File: config.mk
export PLATFORM = sky130hd
export DESIGN_NAME = btn_conditioner
export DESIGN_NICKNAME = d
export VERILOG_FILES = /design/src/rtl/btn_conditioner.sv
export SDC_FILE = /design/constraint.sdc
export NUM_CORES = 1
export LEC_CHECK = 0
export CAP_MARGIN = 20
export CORE_UTILIZATION = 60
export DETAILED_ROUTE_END_ITERATION = 16
export GPL_TIMING_DRIVEN = 1
export PLACE_DENSITY = 0.78
export SETUP_SLACK_MARGIN = 0.4
export SYNTH_ARGS = -nofsm -noshare
export SYNTH_HDL_FRONTEND = slang
export SYNTH_SLANG_ARGS = --single-unit
File: constraint.sdc
create_clock -name clock -period 4 [get_ports clock]
set_clock_uncertainty 0.05 [all_clocks]
set_input_delay 1 -clock clock [delete_from_list [all_inputs] [get_ports clock]]
set_output_delay 1 -clock clock [all_outputs]
set_load 0.005 [all_outputs]
File: src/rtl/btn_conditioner.sv
// rtl/btn_conditioner.sv - push-button and slide-switch synchronizer, debouncer and edge-event generator
module btn_conditioner #(
    parameter int NB_BTN    = 4,
    parameter int NB_SW     = 4,
    parameter int NB_DEB    = 20,
    parameter int DEB_LIMIT = 1000000
) (
    input  logic              clock,
    input  logic              i_reset,
    input  logic [NB_BTN-1:0] i_btn,
    input  logic [NB_SW-1:0]  i_sw,
    output logic [NB_BTN-1:0] o_btn_level,
    output logic [NB_BTN-1:0] o_btn_press,
    output logic [NB_BTN-1:0] o_btn_release,
    output logic [NB_BTN-1:0] o_btn_toggle,
    output logic [NB_SW-1:0]  o_sw,
    output logic              o_sw_change
);

    localparam int NB_CH = NB_BTN + NB_SW;
    localparam logic [NB_DEB-1:0] CNT_LAST = NB_DEB'(DEB_LIMIT - 1);

    typedef enum logic [1:0] {
        STABLE_LOW  = 2'd0,
        WAIT_HIGH   = 2'd1,
        STABLE_HIGH = 2'd2,
        WAIT_LOW    = 2'd3
    } deb_state_t;

    // Channels [NB_BTN-1:0] are buttons, the upper NB_SW channels are switches.
    logic [NB_CH-1:0] sync1;
    logic [NB_CH-1:0] sync2;
    logic [NB_CH-1:0] level_q;
    logic [NB_CH-1:0] level_d;

    always_ff @(posedge clock or negedge i_reset) begin
        if (!i_reset) begin
            sync1 <= '0;
            sync2 <= '0;
        end else begin
            sync1 <= {i_sw, i_btn};
            sync2 <= sync1;
        end
    end

    for (genvar g = 0; g < NB_CH; g++) begin : g_ch
        deb_state_t        state_q;
        deb_state_t        state_d;
        logic [NB_DEB-1:0] cnt_q;
        logic [NB_DEB-1:0] cnt_d;
        logic              lvl_q;
        logic              lvl_d;

        always_ff @(posedge clock or negedge i_reset) begin
            if (!i_reset) begin
                state_q <= STABLE_LOW;
                cnt_q   <= '0;
                lvl_q   <= 1'b0;
            end else begin
                state_q <= state_d;
                cnt_q   <= cnt_d;
                lvl_q   <= lvl_d;
            end
        end

        always_comb begin
            state_d = state_q;
            cnt_d   = cnt_q;
            lvl_d   = lvl_q;
            case (state_q)
                STABLE_LOW: begin
                    if (sync2[g]) begin
                        state_d = WAIT_HIGH;
                        cnt_d   = NB_DEB'(1);
                    end
                end
                WAIT_HIGH: begin
                    if (!sync2[g]) begin
                        state_d = STABLE_LOW;
                        cnt_d   = '0;
                    end else if (cnt_q == CNT_LAST) begin
                        state_d = STABLE_HIGH;
                        cnt_d   = '0;
                        lvl_d   = 1'b1;
                    end else begin
                        cnt_d = cnt_q + NB_DEB'(1);
                    end
                end
                STABLE_HIGH: begin
                    if (!sync2[g]) begin
                        state_d = WAIT_LOW;
                        cnt_d   = NB_DEB'(1);
                    end
                end
                WAIT_LOW: begin
                    if (sync2[g]) begin
                        state_d = STABLE_HIGH;
                        cnt_d   = '0;
                    end else if (cnt_q == CNT_LAST) begin
                        state_d = STABLE_LOW;
                        cnt_d   = '0;
                        lvl_d   = 1'b0;
                    end else begin
                        cnt_d = cnt_q + NB_DEB'(1);
                    end
                end
                default: begin
                    state_d = STABLE_LOW;
                    cnt_d   = '0;
                    lvl_d   = 1'b0;
                end
            endcase
        end

        assign level_q[g] = lvl_q;
        assign level_d[g] = lvl_d;
    end

    // Events are registered on the same edge as the level, so a pulse lines up
    // with the first cycle the new level is visible.
    logic [NB_BTN-1:0] press_d;
    logic [NB_BTN-1:0] release_d;
    logic              sw_change_d;

    assign press_d     = level_d[NB_BTN-1:0] & ~level_q[NB_BTN-1:0];
    assign release_d   = ~level_d[NB_BTN-1:0] & level_q[NB_BTN-1:0];
    assign sw_change_d = |(level_d[NB_CH-1:NB_BTN] ^ level_q[NB_CH-1:NB_BTN]);

    always_ff @(posedge clock or negedge i_reset) begin
        if (!i_reset) begin
            o_btn_press   <= '0;
            o_btn_release <= '0;
            o_btn_toggle  <= '0;
            o_sw_change   <= 1'b0;
        end else begin
            o_btn_press   <= press_d;
            o_btn_release <= release_d;
            o_btn_toggle  <= o_btn_toggle ^ press_d;
            o_sw_change   <= sw_change_d;
        end
    end

    assign o_btn_level = level_q[NB_BTN-1:0];
    assign o_sw        = level_q[NB_CH-1:NB_BTN];

endmodule

-- Word-level counts from Yosys, hierarchy flattened
Index checks and enable logic that the tools add are counted.
- $add $sub $neg: 8
- equality and inequality tests: 64
- mux-type cells: 144
- bitwise gates (word level): 6
- reduce and logical (&&, ||, !) cells: 25
- operator list (operator ; number):
    2-to-1 mux 20 bit ; 40
    case mux 20 bit (4 select lines) ; 8
    adder 20 x 1 -> 20 bit, second input constant ; 8
    == test 20 bit, second input constant ; 8
    2-to-1 mux 2 bit ; 48
    case mux 2 bit (4 select lines) ; 8
    != test 3 bit, second input constant ; 16
    == test 2 bit, second input constant ; 16
    2-to-1 mux 1 bit ; 32
    != test 2 bit, second input constant ; 16
    AND reduction 4 bit ; 8
    == test 2 x 1 -> 1 bit, second input constant ; 8
    logical NOT 2 bit ; 8
    case mux 1 bit (2 select lines) ; 8
    AND reduction 2 bit ; 8
    AND 4 bit ; 2
    NOT 4 bit ; 2
    bitwise XOR 4 bit ; 2
    OR reduction 4 bit ; 1
- bits in registers: 213
- bits of input ports: 10
- output and inout bits: 21
- word-level logic and storage cells: 277

-- Logic depth before layout (Yosys ltp)
- word-level depth: 6
- mapped depth: 8
- mapped depth without buffers: 6

-- Least setup slack after synthesis
Ideal clock, no wire load.
- path kind: register -> register
- start point: register g_ch[7].cnt_q[10]
- end point: register (tool-made name)
- setup time: 128 ps
- data arrival time: 1822 ps
- required time: 3822 ps
- path slack: 2000 ps
- stages on the path, launching flop included: 5
- path through: dfrtp_1 or4b_4 nor4_4 and3_4 mux2_1
- RTL lines (item ; RTL line ; text):
    start, declared ; 49 ; logic [NB_DEB-1:0] cnt_q;
    start signal, assigned ; 61 ; cnt_q <= cnt_d;

-- Worst setup path after layout
- start point: register g_ch[6].cnt_q[0]
- end point: register g_ch[6].cnt_q[7]
- longest elaborated chain between the ends: 4
- RTL lines (item ; RTL line ; text):
    start, declared ; 49 ;
    start signal, assigned ; 61 ;
    adder 20 x 1 -> 20 bit or == test 20 bit (tied branches) ; - ;
    2-to-1 mux 20 bit * ; 81, 99 ;
    2-to-1 mux 20 bit (on tied branches) ; 96, 78 ;
    case mux 20 bit (4 select lines) * ; 70 ; case (state_q)
Mark *: on every way between the ends. The rest lies on a longest branch, timed or not.
A chain may end at the register's enable or synchronous reset.

==> impl_metrics.py <==
metrics = {
    "outcome": {
        "status": "complete, no violations",
    },
    "worst_setup_path": {
        "worstPathMaxFanout": 16,
        "crit_slowest_cell": "nor2_1",
        "reg2regPathDepth": 6,
        "slowest_delay_ns": 0.68,
        "path_class": "register to register",
        "worst_setup_path_start_kind": "register",
        "endpoint_kind": "register",
        "cp.arrival_ns": 2.86,
        "crit_top_cell": "nor2_1",
        "cp_data_required_time_ns": 4.31,
        "crit_chain": "ha_1 -> nand2_1 -> nor4_1 -> a211oi_2 -> nor2_1 -> nor2_1",
    },
    "run": {
        "maxCapViolCount": 0,
    },
    "sta": {
        "fin_ws_ns": 1.45,
        "maxSlewViolCount": 0,
        "max_freq_ghz": 0.392,
        "post-route-period-util_pct": 63.8,
        "post-route-min-period_ns": 2.55,
        "finalHoldViolCount": 0,
        "tns_ns": 0,
        "rsz0062_at_grt": "false",
        "timing.hold.ws_ns": 0.296,
        "setup_viol": 0,
        "worstMarginPinSlew_ns": 0.911,
        "maxSlewHeadroom_pct": 39.0,
    },
    "place": {
        "gp_congestion": 0.838,
        "placed_cells": 1342,
        "postPlaceCellArea_um2": 11300,
        "pre_cts_ws_ns": 1.45,
        "hpwl_mm": 14.0,
        "io_buffer_count": 30,
    },
    "clocking": {
        "h-tree-depth": 1,
        "cts_tree": "yes",
        "cts_buffer_depth": 3,
        "cts_setup_buffers": 0,
        "worstSkewPairLatency_ns": 0.50,
        "clock-root-buffer": "clkbuf_16",
        "clk_pin_slew_ns": 0.06,
        "hold_buffers": 0,
        "post_cts_resize_count": 0,
        "clock-sinks": 213,
        "cts-buffers-inserted": 24,
    },
    "synth": {
        "synth_cell_types": 79,
        "synthCells": 1121,
        "netlist_top_cells_area": "dfrtp_1 49%, xor2_1 4.2%, nor2_1 4.0%, nand2_1 3.9%, a31oi_1 3.5%",
        "yosysWarningCount": 0,
        "synth_fp_nets": 1139,
        "syn_area_um2": 10900,
        "yosysMostFrequentCell": "dfrtp_1",
        "synth_ff_type": "dfrtp_1",
        "synth_area_per_cell_um2": 9.69,
        "ys_seq_area_share_pct": 49.1,
        "synth_enable_flop_cells": 0,
        "synth.top_cells.by_count": "213 x dfrtp_1, 116 x nor2_1, 112 x nand2_1",
        "async_flop_share_pct": 100,
        "yosys.area.top_type": "dfrtp_1",
        "synth_top_area_share_pct": 49.1,
        "ys_ff_latch": 213,
    },
    "pwr": {
        "p_total_mw": 5.24,
        "powerDensity_nw_per_um2": 431,
        "max-vdd-ir-drop_v": 0.000470,
        "power.leakage_nw": 5.14,
    },
    "detailed_routing": {
        "vias": 8360,
        "drtAntennaViolNets": 0,
        "routed_wl_mm": 21.1,
        "drt_iter0_markers": 459,
        "drc": 0,
        "firstDrtPassIters": 4,
        "post_drt_wl_per_cell_um": 15.2,
        "vias_per_cell": 6.04,
    },
    "hold_path": {
        "whs_path_depth": 0,
        "worstHoldPathType": "register to register",
    },
    "grt": {
        "grt-busiest-layer": "met2",
        "grt_pass1_wl_mm": 37.5,
        "grt_overflow": 0,
        "use_met1_pct": 34.5,
        "met3_usage_pct": 3.30,
        "grt.total_usage_pct": 24.2,
        "antenna_found_initial": 0,
        "grt_pass1_vias": 8045,
        "grt_use_met2_pct": 39.0,
        "grt_max_degree": 94,
    },
    "floorplan": {
        "pin_count": 31,
        "die_w_um": 137,
        "rows": 48,
        "start_util_pct": 62.2,
        "core_area_um2": 17500,
        "die_y_um": 137,
        "dieArea_um2": 18700,
    },
    "final_layout": {
        "antenna-diode-count": 0,
        "drive_above_1_share_pct": 7.93,
        "stdcell_area_um2": 12100,
        "area_growth_pct": 11.8,
        "fin_cells": 1385,
        "final_core_util_pct": 69.5,
        "num-nets-final": 1161,
    },
}
## sequential cells by signal, summed over array words and instances, names as in the netlist, 4 cells and up, named ones only
| name | flops |
|---|---|
| g_ch.cnt_q | 160 |
| g_ch.lvl_q | 8 |
| g_ch.state_q | 8 |
| sync1 | 8 |
| sync2 | 8 |
| o_btn_press | 4 |
| o_btn_release | 4 |
| o_btn_toggle | 4 |
## critical path, delay by kind of cell, from the launching register on
family | cells | cell delay [ns]
AO/OA/AOI/OAI | 1 | 0.30
adder cells (fa/ha/maj) | 1 | 0.25
flip-flops | 1 | 0.40
AND/OR/NAND/NOR | 4 | 1.40
## layout make-up
cell class,count,area (um^2)
fill,1324,5330
clock buffer,32,682
inverter,27,101
multi-input combinational,839,5210
timing repair buffer,38,378
tap,225,282
sequential,213,5330
clock inverter,11,159
## cells in the final DEF (no fill, tap or decap), types with 5 or more instances in the layout
cell / instances
o21ai_0: 30
a41oi_1: 13
inv_1: 27
and2_1: 9
ha_1: 8
clkdlybuf4s50_1: 29
a22o_1: 20
a31oi_1: 61
a21o_1: 5
xnor2_1: 25
a21oi_1: 62
nand2b_1: 19
a21oi_2: 6
o21ai_1: 8
clkbuf_16: 25
nand3_1: 75
nor2b_1: 5
and4_1: 9
nor2_1: 116
nand4_1: 37
nor4_1: 12
nor3_1: 15
nor4_2: 7
xor2_1: 52
or4_1: 6
clkinv_2: 6
and4b_1: 5
nand2_1: 112
mux2i_1: 6
buf_4: 7
nand3b_1: 8
dfrtp_1: 213
and3_1: 25
## metal layers
layer	part of all wire (%)	up-vias	wire length, um
met5	0	-	0
li1	-	4143	-
met4	1.9	0	393
met2	47	126	9800
met1	49	4054	10200
met3	3.0	37	634
## cells by family after synthesis
logic type | count (synthesis) | share of synthesized area, %
buffers and inverters | 69 | 2.99
AND/OR/NAND/NOR | 494 | 24.2
XOR/XNOR | 78 | 6.36
flip-flops | 213 | 49.1
multiplexers | 13 | 1.28
adder cells (fa/ha/maj) | 8 | 0.921
AO/OA/AOI/OAI | 246 | 15.2
## where the power goes
part,total (mW),internal [mW],switching [mW],leakage [nW]
clock network,2.31,1.45,0.856,0.418
registers,2.40,2.26,0.139,2.89
logic,0.536,0.188,0.348,1.84
total,5.24,3.90,1.34,5.14
## final timing paths
check / startpoint / to / slack, ns
min: sync1[0] / sync2[0] / 0.30
min in group asynchronous: i_reset / g_ch[6].cnt_q[3] / 0.44
min reg2reg: sync1[0] / sync2[0] / 0.30
max: g_ch[6].cnt_q[0] / g_ch[6].cnt_q[7] / 1.45
max reg2reg: g_ch[6].cnt_q[0] / g_ch[6].cnt_q[7] / 1.45
max in group asynchronous: i_reset / g_ch[7].cnt_q[13] / 2.54
Power figures use the tool's default switching activity.
